## src/rtl/fetch_pkg.sv

```systemverilog
// Shared types and constants for the fetch packer: line geometry, JAL opcode,
// FSM state encoding and the J-type immediate decoder.
package fetch_pkg;

   localparam int         LINE_WORDS = 8;
   localparam logic [6:0] OPC_JAL    = 7'b1101111;

   typedef enum logic [2:0] {
      S_REQ,
      S_WAIT,
      S_WR,
      S_SYNC,
      S_DROP
   } fetch_state_e;

   // Sign-extended J-type immediate: imm[20|10:1|11|19:12] sits in inst[31:12].
   function automatic logic [31:0] jal_imm(input logic [31:0] inst);
      return {{11{inst[31]}}, inst[31], inst[19:12], inst[20], inst[30:21], 1'b0};
   endfunction

endpackage

```

## src/rtl/fetch_packer_if.sv

```systemverilog
// Bus bundle between the fetch packer, the I-cache, the instruction buffer and
// the backend redirect source. The packer uses the master modport.
//
// Handshake rules: the line request transfers on a cycle where ic_req_valid and
// ic_req_ready are both high; while valid is high and ready is low the address
// stays stable. ic_resp_valid has no ready and is consumed in the cycle it is
// high. inst_wen is a one-cycle write strobe with no back-pressure.
interface fetch_packer_if
   import fetch_pkg::*;
#(
   parameter int DATA_WIDTH = 32,
   parameter int ADDR_WIDTH = 32,
   parameter int DEPTH      = 32
);
   localparam int CW = $clog2(DEPTH);

   logic                             redirect_valid;
   logic [ADDR_WIDTH-1:0]            redirect_pc;
   logic                             ic_req_valid;
   logic                             ic_req_ready;
   logic [ADDR_WIDTH-1:0]            ic_req_addr;
   logic                             ic_resp_valid;
   logic [LINE_WORDS*DATA_WIDTH-1:0] ic_resp_data;
   logic [CW-1:0]                    buf_count;
   logic                             buf_clr;
   logic [LINE_WORDS-1:0]            inst_wen;
   logic [DATA_WIDTH-1:0]            inst_o [LINE_WORDS];
   logic [ADDR_WIDTH-1:0]            pc_o   [LINE_WORDS];

   modport master (
      input  redirect_valid, redirect_pc, ic_req_ready, ic_resp_valid, ic_resp_data, buf_count,
      output ic_req_valid, ic_req_addr, buf_clr, inst_wen, inst_o, pc_o
   );

   modport slave (
      output redirect_valid, redirect_pc, ic_req_ready, ic_resp_valid, ic_resp_data, buf_count,
      input  ic_req_valid, ic_req_addr, buf_clr, inst_wen, inst_o, pc_o
   );

endinterface

```

## src/rtl/fetch_predecode.sv

```systemverilog
// JAL predecoder for packed fetch lanes. Only compiled when
// FETCH_JAL_PREDECODE_EN is defined; the default build has no opcode logic.
`ifdef FETCH_JAL_PREDECODE_EN
module fetch_predecode
   import fetch_pkg::*;
#(
   parameter int DATA_WIDTH = 32,
   parameter int ADDR_WIDTH = 32
) (
   input  logic [DATA_WIDTH-1:0] lanes_i [LINE_WORDS],
   input  logic [LINE_WORDS-1:0] valid_i,
   input  logic [ADDR_WIDTH-1:0] base_pc_i,
   output logic                  hit_o,
   output logic [2:0]            idx_o,
   output logic [ADDR_WIDTH-1:0] target_o
);

   // Scan from the top lane down so the lowest-indexed JAL wins.
   always_comb begin
      hit_o    = 1'b0;
      idx_o    = '0;
      target_o = '0;
      for (int i = LINE_WORDS - 1; i >= 0; i--) begin
         if (valid_i[i] && lanes_i[i][6:0] == OPC_JAL) begin
            hit_o    = 1'b1;
            idx_o    = 3'(i);
            target_o = base_pc_i + ADDR_WIDTH'(4 * i) + ADDR_WIDTH'(jal_imm(lanes_i[i][31:0]));
         end
      end
   end

endmodule
`endif

```

## src/rtl/fetch_packer.sv

```systemverilog
// Fetch packer: requests 8-word I-cache lines, left-aligns the words from the
// current PC and writes them to the instruction buffer as a low-aligned lane
// mask with per-lane PCs. Backend redirects flush the buffer and retarget.
// Optional feature macro: FETCH_JAL_PREDECODE_EN (stop the group at the first
// JAL and continue fetching from its target).
module fetch_packer
   import fetch_pkg::*;
#(
   parameter int                    DATA_WIDTH = 32,
   parameter int                    ADDR_WIDTH = 32,
   parameter int                    DEPTH      = 32,
   parameter logic [ADDR_WIDTH-1:0] RESET_PC   = 32'h8000_0000
) (
   input  logic           clk,
   input  logic           rst,
   fetch_packer_if.master bus,
   output fetch_state_e   state_o
);

   localparam int CW = $clog2(DEPTH);
   typedef logic [CW:0] cnt_t;

   fetch_state_e          state_q, state_d;
   logic [ADDR_WIDTH-1:0] pc_q, pc_d;
   logic [LINE_WORDS-1:0] wen_q, wen_d;
   logic [DATA_WIDTH-1:0] inst_q [LINE_WORDS];
   logic [ADDR_WIDTH-1:0] lpc_q  [LINE_WORDS];

   logic [DATA_WIDTH-1:0] lane_inst [LINE_WORDS];
   logic [ADDR_WIDTH-1:0] lane_pc   [LINE_WORDS];
   logic                  capture;
   cnt_t                  free;
   logic                  room;
   logic                  req_valid;
   logic                  req_fire;
   logic [2:0]            off;
   logic [LINE_WORDS-1:0] line_mask;
   logic [ADDR_WIDTH-1:0] seq_pc;
   logic [LINE_WORDS-1:0] fetch_mask;
   logic [ADDR_WIDTH-1:0] fetch_pc;

   // Only ask for a line when a full line is guaranteed to fit in the buffer.
   assign free      = cnt_t'(DEPTH - 1) - {1'b0, bus.buf_count};
   assign room      = free >= cnt_t'(LINE_WORDS);
   assign req_valid = rst && (state_q == S_REQ) && room;
   assign req_fire  = req_valid && bus.ic_req_ready;

   assign off       = pc_q[4:2];
   assign line_mask = 8'hFF >> off;
   assign seq_pc    = {pc_q[ADDR_WIDTH-1:5] + (ADDR_WIDTH-5)'(1), 5'b0};

   // Barrel shift: lane i takes word off+i; lanes past the end of the line are zero.
   always_comb begin
      for (int i = 0; i < LINE_WORDS; i++) begin
         lane_inst[i] = '0;
         lane_pc[i]   = '0;
         if (line_mask[i]) begin
            lane_inst[i] = bus.ic_resp_data[DATA_WIDTH * int'(3'(i + int'(off))) +: DATA_WIDTH];
            lane_pc[i]   = pc_q + ADDR_WIDTH'(4 * i);
         end
      end
   end

`ifdef FETCH_JAL_PREDECODE_EN
   logic                  pd_hit;
   logic [2:0]            pd_idx;
   logic [ADDR_WIDTH-1:0] pd_target;

   fetch_predecode #(
      .DATA_WIDTH (DATA_WIDTH),
      .ADDR_WIDTH (ADDR_WIDTH)
   ) u_predecode (
      .lanes_i   (lane_inst),
      .valid_i   (line_mask),
      .base_pc_i (pc_q),
      .hit_o     (pd_hit),
      .idx_o     (pd_idx),
      .target_o  (pd_target)
   );

   // A JAL truncates the group after itself and supplies the next fetch PC.
   always_comb begin
      fetch_mask = line_mask;
      fetch_pc   = seq_pc;
      if (pd_hit) begin
         fetch_mask = 8'hFF >> (3'd7 - pd_idx);
         fetch_pc   = pd_target;
      end
   end
`else
   assign fetch_mask = line_mask;
   assign fetch_pc   = seq_pc;
`endif

   // Next-state logic; a backend redirect overrides everything else.
   always_comb begin
      state_d = state_q;
      pc_d    = pc_q;
      wen_d   = wen_q;
      capture = 1'b0;
      case (state_q)
         S_REQ:   if (req_fire) state_d = S_WAIT;
         S_WAIT: begin
            if (bus.ic_resp_valid) begin
               capture = 1'b1;
               wen_d   = fetch_mask;
               pc_d    = fetch_pc;
               state_d = S_WR;
            end
         end
         S_WR:    state_d = S_SYNC;
         S_SYNC:  state_d = S_REQ;
         S_DROP:  if (bus.ic_resp_valid) state_d = S_REQ;
         default: state_d = S_REQ;
      endcase
      if (bus.redirect_valid) begin
         capture = 1'b0;
         wen_d   = wen_q;
         pc_d    = bus.redirect_pc;
         // A request still in flight must have its response swallowed, unless
         // that response is the one arriving right now.
         if ((state_q == S_WAIT || state_q == S_DROP) && !bus.ic_resp_valid)
            state_d = S_DROP;
         else if (state_q == S_REQ && req_fire)
            state_d = S_DROP;
         else
            state_d = S_REQ;
      end
   end

   // State, PC, write mask and packed lane registers.
   always_ff @(posedge clk) begin
      if (!rst) begin
         state_q <= S_REQ;
         pc_q    <= RESET_PC;
         wen_q   <= '0;
         for (int i = 0; i < LINE_WORDS; i++) begin
            inst_q[i] <= '0;
            lpc_q[i]  <= '0;
         end
      end else begin
         state_q <= state_d;
         pc_q    <= pc_d;
         wen_q   <= wen_d;
         if (capture) begin
            for (int i = 0; i < LINE_WORDS; i++) begin
               inst_q[i] <= lane_inst[i];
               lpc_q[i]  <= lane_pc[i];
            end
         end
      end
   end

   assign bus.ic_req_valid = req_valid;
   assign bus.ic_req_addr  = {pc_q[ADDR_WIDTH-1:5], 5'b0};
   assign bus.buf_clr      = rst && bus.redirect_valid;
   assign bus.inst_wen     = (rst && state_q == S_WR && !bus.redirect_valid) ? wen_q : '0;
   assign bus.inst_o       = inst_q;
   assign bus.pc_o         = lpc_q;
   assign state_o          = state_q;

   resp_in_window: assert property (@(posedge clk) disable iff (!rst)
      bus.ic_resp_valid |-> (state_q == S_WAIT || state_q == S_DROP));

endmodule

```

## src/flat_wrapper.sv

```systemverilog
// flat-port wrapper written by rule: the top's interface ports become plain ports
module fetch_packer_flat import fetch_pkg::*;
#(
   parameter int                    DATA_WIDTH = 32,
   parameter int                    ADDR_WIDTH = 32,
   parameter int                    DEPTH      = 32,
   parameter logic [ADDR_WIDTH-1:0] RESET_PC   = 32'h8000_0000
)
  (clk, rst, state_o, bus_redirect_valid, bus_redirect_pc, bus_ic_req_ready, bus_ic_resp_valid, bus_ic_resp_data, bus_buf_count, bus_ic_req_valid, bus_ic_req_addr, bus_buf_clr, bus_inst_wen, bus_inst_o, bus_pc_o);
  fetch_packer_if #(.DATA_WIDTH(DATA_WIDTH), .ADDR_WIDTH(ADDR_WIDTH), .DEPTH(DEPTH)) bus_i ();
  input  logic clk;
  input  logic rst;
  output fetch_state_e state_o;
  input wire logic [$bits(bus_i.redirect_valid)-1:0] bus_redirect_valid;
  input wire logic [$bits(bus_i.redirect_pc)-1:0] bus_redirect_pc;
  input wire logic [$bits(bus_i.ic_req_ready)-1:0] bus_ic_req_ready;
  input wire logic [$bits(bus_i.ic_resp_valid)-1:0] bus_ic_resp_valid;
  input wire logic [$bits(bus_i.ic_resp_data)-1:0] bus_ic_resp_data;
  input wire logic [$bits(bus_i.buf_count)-1:0] bus_buf_count;
  output wire logic [$bits(bus_i.ic_req_valid)-1:0] bus_ic_req_valid;
  output wire logic [$bits(bus_i.ic_req_addr)-1:0] bus_ic_req_addr;
  output wire logic [$bits(bus_i.buf_clr)-1:0] bus_buf_clr;
  output wire logic [$bits(bus_i.inst_wen)-1:0] bus_inst_wen;
  output wire logic [$bits(bus_i.inst_o)-1:0] bus_inst_o;
  output wire logic [$bits(bus_i.pc_o)-1:0] bus_pc_o;
  assign bus_i.redirect_valid = bus_redirect_valid;
  assign bus_i.redirect_pc = bus_redirect_pc;
  assign bus_i.ic_req_ready = bus_ic_req_ready;
  assign bus_i.ic_resp_valid = bus_ic_resp_valid;
  assign bus_i.ic_resp_data = bus_ic_resp_data;
  assign bus_i.buf_count = bus_buf_count;
  assign bus_ic_req_valid = bus_i.ic_req_valid;
  assign bus_ic_req_addr = bus_i.ic_req_addr;
  assign bus_buf_clr = bus_i.buf_clr;
  assign bus_inst_wen = bus_i.inst_wen;
  assign bus_inst_o = {>>{bus_i.inst_o}};
  assign bus_pc_o = {>>{bus_i.pc_o}};
  fetch_packer #(.DATA_WIDTH(DATA_WIDTH), .ADDR_WIDTH(ADDR_WIDTH), .DEPTH(DEPTH), .RESET_PC(RESET_PC)) u_core (.clk(clk), .rst(rst), .bus(bus_i), .state_o(state_o));
endmodule
```

## config.mk

```make
export PLATFORM = sky130hd
export DESIGN_NAME = fetch_packer_flat
export DESIGN_NICKNAME = d
export VERILOG_FILES = /design/src/rtl/fetch_pkg.sv /design/src/rtl/fetch_packer_if.sv /design/src/rtl/fetch_predecode.sv /design/src/rtl/fetch_packer.sv /design/src/flat_wrapper.sv
export SDC_FILE = /design/constraint.sdc
export NUM_CORES = 1
export LEC_CHECK = 0
export BUFFER_PORTS_ARGS = -buffer_cell sky130_fd_sc_hd__clkbuf_2
export CORE_AREA = 2 2 333 335
export DETAILED_ROUTE_END_ITERATION = 10
export DIE_AREA = 0 0 335 337
export PLACE_DENSITY = 0.52
export SLEW_MARGIN = 20
export SYNTH_ARGS = -nofsm -noshare
export SYNTH_HDL_FRONTEND = slang
export SYNTH_SLANG_ARGS = --single-unit
```

## constraint.sdc

```tcl
create_clock -name clk -period 2.9 [get_ports clk]
set_input_delay 0.29 -clock clk [delete_from_list [all_inputs] [get_ports clk]]
set_output_delay 0.29 -clock clk [all_outputs]
set_load 0.01 [all_outputs]
```

After elaboration in Yosys (flattened, before gate mapping). Index checks and enable logic that the tools add are counted.

Bits in latches: 0. RAM bits: 0. Memories kept: 0. Bits in read-only memories: 0. Bits in registers: 555.

Order comparisons: 1. Bitwise gates (word level): 1. Divide/modulo/power cells: 0. Equality and inequality tests: 6. $mul: 0. Add/subtract/negate cells: 16. Shift operators: 9. Muxes and demuxes: 30. Reduce and logical (&&, ||, !) cells: 17.

Operators by type and width (count): 256-bit by 8-bit variable part select with 32-bit output (8); 32-bit 2-to-1 mux (19); 32-bit by 5-bit adder with 32-bit output, second input constant (4); 32-bit by 4-bit adder with 32-bit output, second input constant (2); 32-bit by 3-bit adder with 32-bit output, second input constant (1); 27-bit by 1-bit adder with 27-bit output, second input constant (1); 3-bit 2-to-1 mux (6); 3-bit adder, first input constant (4); 3-bit one-hot mux with 4 select lines (1); 1-bit logical AND (8); 8-bit 2-to-1 mux (1); 8-bit by 3-bit right shift with 8-bit output, first input constant (1); 2-bit by 3-bit adder with 3-bit output, first input constant (2); 6-bit by 4-bit >= comparator with 1-bit output, second input constant (1); 3-bit != test, second input constant (2); 3-bit AND reduction (2); 5-bit by 5-bit subtractor with 6-bit output, first input constant (1); 2-bit nonzero test (2); 1-bit by 3-bit adder with 3-bit output, first input constant (1); 3-bit by 1-bit equality test with 1-bit output, second input constant (1); 3-bit by 2-bit equality test with 1-bit output, second input constant (1); 3-bit equality test, second input constant (1); 3-bit logical NOT (1); 1-bit 2-to-1 mux (3); 5 further kinds (6).

Longest topological paths before layout. Gate-level depths: netlist of run 1.

Depth after elaboration: 8. Gate-level depth with buffers: 11. Mapped depth without buffers: 7.

Least setup slack after synthesis of run 1. No wires, ideal clock.

Path kind: register to register. Start point: register u_core.pc_q[3]. End point: register u_core.inst_q, in the netlist u_core.bus.inst_o[65]. Setup time: 0.128 ns. Slack: 0.057 ns. Arrival time: 2.715 ns. Path buffers: 3. Cell stages (with the launch flop): 9. Cells stage by stage: dfxtp_1 -> buf_2 -> clkbuf_1 -> inv_1 -> ha_1 -> buf_1 -> mux4_2 -> a22oi_1 -> nor2_1.

Longest elaborated chain between the ends: 3. Elaborated cells on any way between the ends: 4. Those cells by class: add/sub: 1; shift: 2; mux: 1.

RTL lines: from (decl) (RTL line fetch_packer.sv:24) `logic [ADDR_WIDTH-1:0] pc_q, pc_d;`; from (signal assigned) (RTL line fetch_packer.sv:143) `pc_q <= pc_d;`; 3-bit adder (RTL line fetch_packer.sv:58) `lane_inst[i] = bus.ic_resp_data[DATA_WIDTH * int'(3'(i + int'(off))) +: DATA_WIDTH];`; 256-bit by 8-bit variable part select with 32-bit output (RTL line fetch_packer.sv:58); 32-bit 2-to-1 mux * (RTL line fetch_packer.sv:57) `if (line_mask[i]) begin`; to (signal, indexed assignment) (RTL line fetch_packer.sv:147) `inst_q[i] <= lane_inst[i];`; to (decl) (RTL line fetch_packer.sv:26) `logic [DATA_WIDTH-1:0] inst_q [LINE_WORDS];`.

Mark *: on every way between the ends. The rest lies on a longest branch, timed or not. A chain may end at the register's enable or synchronous reset.

Final worst setup path of run 1.
Start point: register u_core.state_q[0], in the netlist u_core.state_o[0]. End point: output bus_ic_req_valid.

Longest elaborated chain between the ends: 3.

RTL lines: from (decl) (RTL line fetch_packer.sv:23) `fetch_state_e state_q, state_d;`; from (signal assigned) (RTL line fetch_packer.sv:142) `state_q <= state_d;`; 3-bit logical NOT (RTL line fetch_packer.sv:45) `assign req_valid = rst && (state_q == S_REQ) && room;`; 1-bit logical AND (2 in a row) (RTL line fetch_packer.sv:45); to (decl) (RTL line flat_wrapper.sv:20) `output wire logic [$bits(bus_i.ic_req_valid)-1:0] bus_ic_req_valid;`.

Every way passes these cells.

==> impl_metrics.yaml, run 1 <==
status:
  status: "finished clean"
power:
  p_leak_nw: 13.0
  netSwitchingFraction_pct: 26.5
  p_seq_share_pct: 40.1
  netSwitchingPower_w: 0.00510
  internal-power_w: 0.0142
  peakVddDrop_mv: 0.376
  power_density_nw_per_um2: 586
  pwr-share-comb_pct: 9.8
  power_frac_clock_pct: 50.1
logic_synthesis:
  synthMuxAreaShare_pct: 11.9
  synthCells: 2661
  synth_cell_type_count: 49
  synth_flop_cell: "dfxtp_1"
  synth_xor_area_share_pct: 5.99
  yosys.area_share.simple_pct: 16.9
  synth_common_cells: "553 x dfxtp_1, 343 x nor2_1, 331 x nand2_1"
  synth_seq_cells: 553
  synth_top_family_by_area: "simple AND/OR/NAND/NOR gates"
  yosysWarnings: 0
  yosys.area.top_type: "dfxtp_1"
  ys_seq_area_share_pct: 45.1
  syn_area_um2: 24600
  synth_most_common_cell: "dfxtp_1"
  synth_compound_area_share_pct: 14.0
  syn_area_per_cell_um2: 9.23
  synth-async-reset-ratio_pct: 0
  synth-edff-count: 0
  synthTopCellsByArea: "dfxtp_1 45%, mux4_2 12%, a22oi_1 7.5%"
  synth_top_area_share_pct: 45.1
  synthAdderAreaFrac_pct: 0.764
place:
  dp_hpwl_um: 88100
  gp_congestion: 0.926
  port_buffers: 718
global_routing:
  grt_use_total_pct: 20.1
  grt_max_degree: 166
  grt_pass1_vias: 22500
  antenna_found_initial: 9
  overflow: 0
  grt_pass1_wl_um: 166000
detailed_routing:
  wl_per_cell_um: 24.8
  wl_um: 120000
  drc_errors: 0
  via_per_inst: 4.90
  num_vias: 23700
  ant_nets: 0
  first_pass_iters: 7
  drt_iter0_drc: 1942
clocking:
  insertion_delay_ns: 0.65
  numCtsBuffers: 69
  cts_buffer_depth: 3
  post_cts_buffers: 0
  clk_pin_slew_ns: 0.06
  ctsHtreeMaxLevel: 3
  cts_tree: "yes"
  cts_root_buffer: "clkbuf_16"
  numClockSinks: 553
run:
  cap_violations: 0
finish:
  multiInputGateArea_um2: 12200
  register_area_um2: 11100
  nNetsFinal: 3656
  fillCellCount: 11800
  drive_gt1_share_pct: 33.2
  post-route-util_pct: 30.0
  syn2layout_area_growth_pct: 33.9
sta:
  max_freq_mhz: 399
  final-hold-violation-count: 0
  slew_headroom_pct: 22.1
  fin_worst_skew_ns: 0.0456
  fin_crit_sh_pct: 86.4
  tightest_slew_ns: 1.17
  rsz0062_at_grt: "no"
  drv_slew: 0
  setup_violations: 0
  tns_ns: 0
  layout_min_cycle_time_ns: 2.51
floorplanning:
  coreArea_um2: 110000
  die_height_um: 337
  die-area_um2: 113000
  io_pins: 855
  die_x_um: 335
  fp-row-count: 122
  start_util_pct: 22.4
min_path:
  holdPathStages: 3
  min_path_type: "in -> reg"
critical_path:
  end_kind: "primary output"
  cp_num_cells: 4
  r2r.worst_path.cells: 6
  cp_data_arrival_time_ns: 2.22
  crit_buf_inv: 2
  cpLargestDelayFamily: "simple AND/OR/NAND/NOR gates"
  critPathSlowestCell: "or4b_2"
  path_cells: "buf_4 -> or4b_2 -> a21oi_1 -> clkbuf_2"
  critPathMaxStageDelay_ns: 0.75
  required_ns: 2.61
  path_max_fanout: 9
  start_kind: "flip-flop"
  worstSetupPathType: "reg -> out"
-- worst min-delay path, delay by kind of cell --
family                 cells  cell delay (ns)
AOI/OAI and AO/OA          2             0.30
buffers and inverters      1             0.09
-- kinds of logic (layout without fill, tap and decap cells) --
logic type               Yosys count  in the layout
adder cells (fa/ha/maj)           15             15
XOR/XNOR                         168            168
flip-flops                       553            553
AO/OA/AOI/OAI                    554            554
buffers and inverters            295           1027
other                              1             11
AND/OR/NAND/NOR                  944            944
multiplexers                     131            131
-- layout by cell type (no fill, tap or decap), types with 9 or more instances in the layout --
master         netlist  routed
nor2_1             343     340
clkbuf_16            0      69
o21ai_1             10      10
and2_1              12      12
a21oi_1            154     154
bufinv_16            0      13
o21ai_0            127     127
nand2_1            331     330
xnor2_1             82      82
buf_12               0      17
nand4_1             20      20
ha_1                15      14
nand3_1            101     101
mux4_2             128     128
clkbuf_1           157       9
a22oi_1            246     246
buf_4               38     122
and3_1              44      41
dlygate4sd3_1        0      32
or3_1                9       9
nor3_1              40      37
xor2_1              86      86
nand3b_1            10      10
clkinv_2             0      13
dfxtp_1            553     551
clkbuf_2             0     718
-- timing repair --
| item | 4_1_cts | 5_1_grt |
|---|---|---|
| gates resized for setup | 0 | 0 |
| endpoints found under the hold margin | 34 | 0 |
| hold buffers | 32 | 0 |
-- registers in the layout (all words and copies together) (netlist names) --
| name | count |
|---|---|
| u_core.pc_q | 32 |
| u_core.bus.inst_o | 256 |
| u_core.state_o | 3 |
| u_core.wen_q | 8 |
| u_core.bus.pc_o | 254 |
-- final cells by class --
cell class / count / area share, %
diodes: 6 / 0.0457
repair buffers: 889 / 15.7
multi-input cells: 1817 / 37.2
clock inverters: 42 / 2.17
well taps: 1426 / 5.43
flip-flops and latches: 553 / 33.7
clock buffers: 83 / 5.57
inverters: 13 / 0.171
-- power by group through the flow --
stage / combinational [W] / clock (W) / sequential [W]
2_1_floorplan: 0.00103 / 0 / 0.00788
3_3_place_gp: 0.00183 / 0 / 0.00790
3_5_place_dp: 0.00183 / 0 / 0.00790
4_1_cts: 0.00189 / 0.00991 / 0.00773
5_1_grt: 0.00198 / 0.0102 / 0.00773
6_report: 0.00188 / 0.00966 / 0.00773
-- per-stage QoR --
stage / setup slack, ns / power [W] / cell area [um2] / instances / hold slack [ns]
floorplan: 0.0574 / 0.00891 / 24600 / 2665 / 0.398
global placement: 0.408 / 0.00973 / 30000 / 4666 / 0.435
detailed placement: 0.417 / 0.00973 / 30000 / 4666 / 0.441
CTS: 0.230 / 0.0195 / 32900 / 4823 / 0.0165
global route: 0.198 / 0.0199 / 32900 / 4827 / 0.0539
finish: 0.394 / 0.0193 / 32900 / 4829 / 0.0639
-- layer usage --
metal	vias up	global-route usage (%)	wire, um
met5	-	0	13
met4	2	9.28	5030
met3	208	5.71	10600
met2	1147	33.9	57700
met1	11600	23.7	46200
li1	10700	-	-
-- final timing paths --
check | start | to | slack, ns
setup reg to reg | u_core.pc_q[9] | u_core.bus.pc_o[31] | 0.41
setup / recovery | u_core.state_o[0] | bus_ic_req_valid | 0.39
hold reg to reg | u_core.bus.pc_o[119] | u_core.bus.pc_o[119] | 0.45
hold / removal | bus_redirect_pc[26] | u_core.pc_q[26] | 0.06
Note: power is estimated with default switching activity, not from simulation.
==> run 2, diff against run 1 <==
Settings changed: CORE_AREA 2 2 333 335 to 2 2 336 338, DIE_AREA 0 0 335 337 to 0 0 338 340, PLACE_DENSITY 0.52 to 0.5.
Clock period 2.9 ns to 3.11 ns, I/O delays scaled along.
==> impl_metrics.yaml, run 2 (same netlist as run 1, synthesis figures left out) <==
place:
  place_area_um2: 30100
  dp_slack_ns: 0.483
  dp_cells: 4740
  port_buffers: 718
  dp_hpwl_um: 87300
  gp_congestion: 0.899
clocking:
  ctsHtreeMaxLevel: 3
  clk_pin_slew_ns: 0.06
  cts_tree: "yes"
  numClockSinks: 553
  post_cts_buffers: 0
  cts_resized: 0
  numCtsBuffers: 68
  cts_root_buffer: "clkbuf_16"
  cts_buffer_depth: 3
  insertion_delay_ns: 0.63
sta:
  slew_headroom_pct: 34.5
  tns_ns: 0
  final-hold-violation-count: 0
  layout_min_cycle_time_ns: 2.70
  max_freq_mhz: 371
  setup_violations: 0
  fin_crit_sh_pct: 86.8
  fin_worst_skew_ns: 0.0317
  tightest_slew_ns: 0.982
  rsz0062_at_grt: "no"
  drv_slew: 0
  finalWorstSetupSlack_ns: 0.412
detailed_routing:
  wl_per_cell_um: 24.4
  drt_iter0_drc: 1856
  ant_nets: 0
  wl_um: 120000
  num_vias: 23600
  via_per_inst: 4.83
  drc_errors: 0
  first_pass_iters: 6
finish:
  syn2layout_area_growth_pct: 32.7
  final_common_cell: "clkbuf_2"
  largest_reg_flops: 256
  nNetsFinal: 3649
  fin_area_um2: 32600
  fillCellCount: 11900
  drive_gt1_share_pct: 33.1
  fin_cells: 4889
  layout_common_cells: "718 x clkbuf_2, 550 x dfxtp_1, 340 x nor2_1"
critical_path:
  required_ns: 3.65
  r2r-start: "u_core.pc_q[17]"
  cp_data_arrival_time_ns: 3.24
  cp_num_cells: 7
  worstSetupPathType: "reg -> reg"
  cp_common_cell: "buf_4"
  start_kind: "flip-flop"
  end_kind: "flip-flop"
  reg2reg_slack_ns: 0.41
  critPathSlowestCell: "dfxtp_1"
  path_max_fanout: 8
  rr_endpoint: "u_core.bus.pc_o[54]"
  crit_path_start: "u_core.pc_q[17]"
  r2r.worst_path.cells: 7
  critPathMaxStageDelay_ns: 0.72
  path_cells: "buf_4 -> nand4_1 -> nor3_1 -> buf_4 -> and2_1 -> a31oi_1 -> o31ai_1"
  cpLargestDelayFamily: "simple AND/OR/NAND/NOR gates"
  critPathCapture: "u_core.bus.pc_o[54]"
  crit_buf_inv: 2
global_routing:
  met1_usage_pct: 24.1
  use_met3_pct: 5.08
  grt_pass1_vias: 22500
  overflow: 0
  grt_pass1_wl_um: 167000
  grt_use_total_pct: 19.9
  grt_max_degree: 150
  antenna_found_initial: 5
  top_usage_layer: "met2"
  use_met2_pct: 32.5
floorplanning:
  io_pins: 855
  coreArea_um2: 112000
  start_util_pct: 22.0
  die_x_um: 338
  die_height_um: 340
  fp-row-count: 123
  die-area_um2: 115000
run:
  cap_violations: 0
status:
  status: "finished clean"
power:
  peakVddDrop_mv: 0.481
  p_leak_nw: 12.9
  power_density_nw_per_um2: 522
min_path:
  min_path_type: "in -> reg"
[run 2: layout make-up]
type	instances	area, um2	share of cell area (%)
tap	1500	1880	5.76
multi-input combinational	1817	12200	37.5
antenna	4	10.0	0.0307
sequential	553	11100	34.0
inverter	13	56.3	0.173
clock buffer	94	1960	6.03
clock inverter	25	260	0.799
timing repair buffer	883	5110	15.7
[run 2: power breakdown]
part	internal (W)	switching (W)	total [W]	leakage, nW
clock	0.00469	0.00335	0.00804	1.10
combinational	0.000679	0.00108	0.00176	7.33
sequential	0.00714	0.0000790	0.00722	4.46
total	0.0125	0.00451	0.0170	12.9
[run 2: how the worst min path moves through the flow]
stage                         startpoint  cells after the start              endpoint  slack (ns)
floorplan            bus_redirect_pc[21]                      2       u_core.pc_q[21]        0.42
global placement    u_core.bus.pc_o[152]                      2  u_core.bus.pc_o[152]        0.44
detailed placement  u_core.bus.pc_o[109]                      2  u_core.bus.pc_o[109]        0.44
CTS                  bus_redirect_pc[15]                      3       u_core.pc_q[15]       0.002
global route         bus_redirect_pc[11]                      3       u_core.pc_q[11]        0.04
finish               bus_redirect_pc[31]                      3       u_core.pc_q[31]        0.06
[run 2: per-stage QoR]
step / utilization [%] / total power [W] / hold slack (ns)
after floorplan: - / 0.00831 / 0.419
after global placement: 27.0 / 0.00909 / 0.438
after detailed placement: 27.0 / 0.00909 / 0.443
after CTS: 29.2 / 0.0172 / 0.00189
after global routing: 29.2 / 0.0176 / 0.0394
final: 29.2 / 0.0170 / 0.0610
[run 2: worst reg2reg max path, cell delays in order (launching register included)]
cell and delay [ns]:
dfxtp_1 0.72, buf_4 0.30, nand4_1 0.22, nor3_1 0.60, buf_4 0.24, and2_1 0.17, a31oi_1 0.10, o31ai_1 0.25
[run 2: layer usage]
| metal | up-vias | routed length (um) |
|---|---|---|
| met2 | 1237 | 56400 |
| li1 | 10700 | - |
| met5 | - | 34 |
| met4 | 4 | 5710 |
| met3 | 231 | 11100 |
| met1 | 11500 | 46300 |
[run 2: timing repair]
item                       4_1_cts  5_1_grt
hold endpoints to repair        28        0
setup endpoints to repair        0        0
hold buffers                    26        0
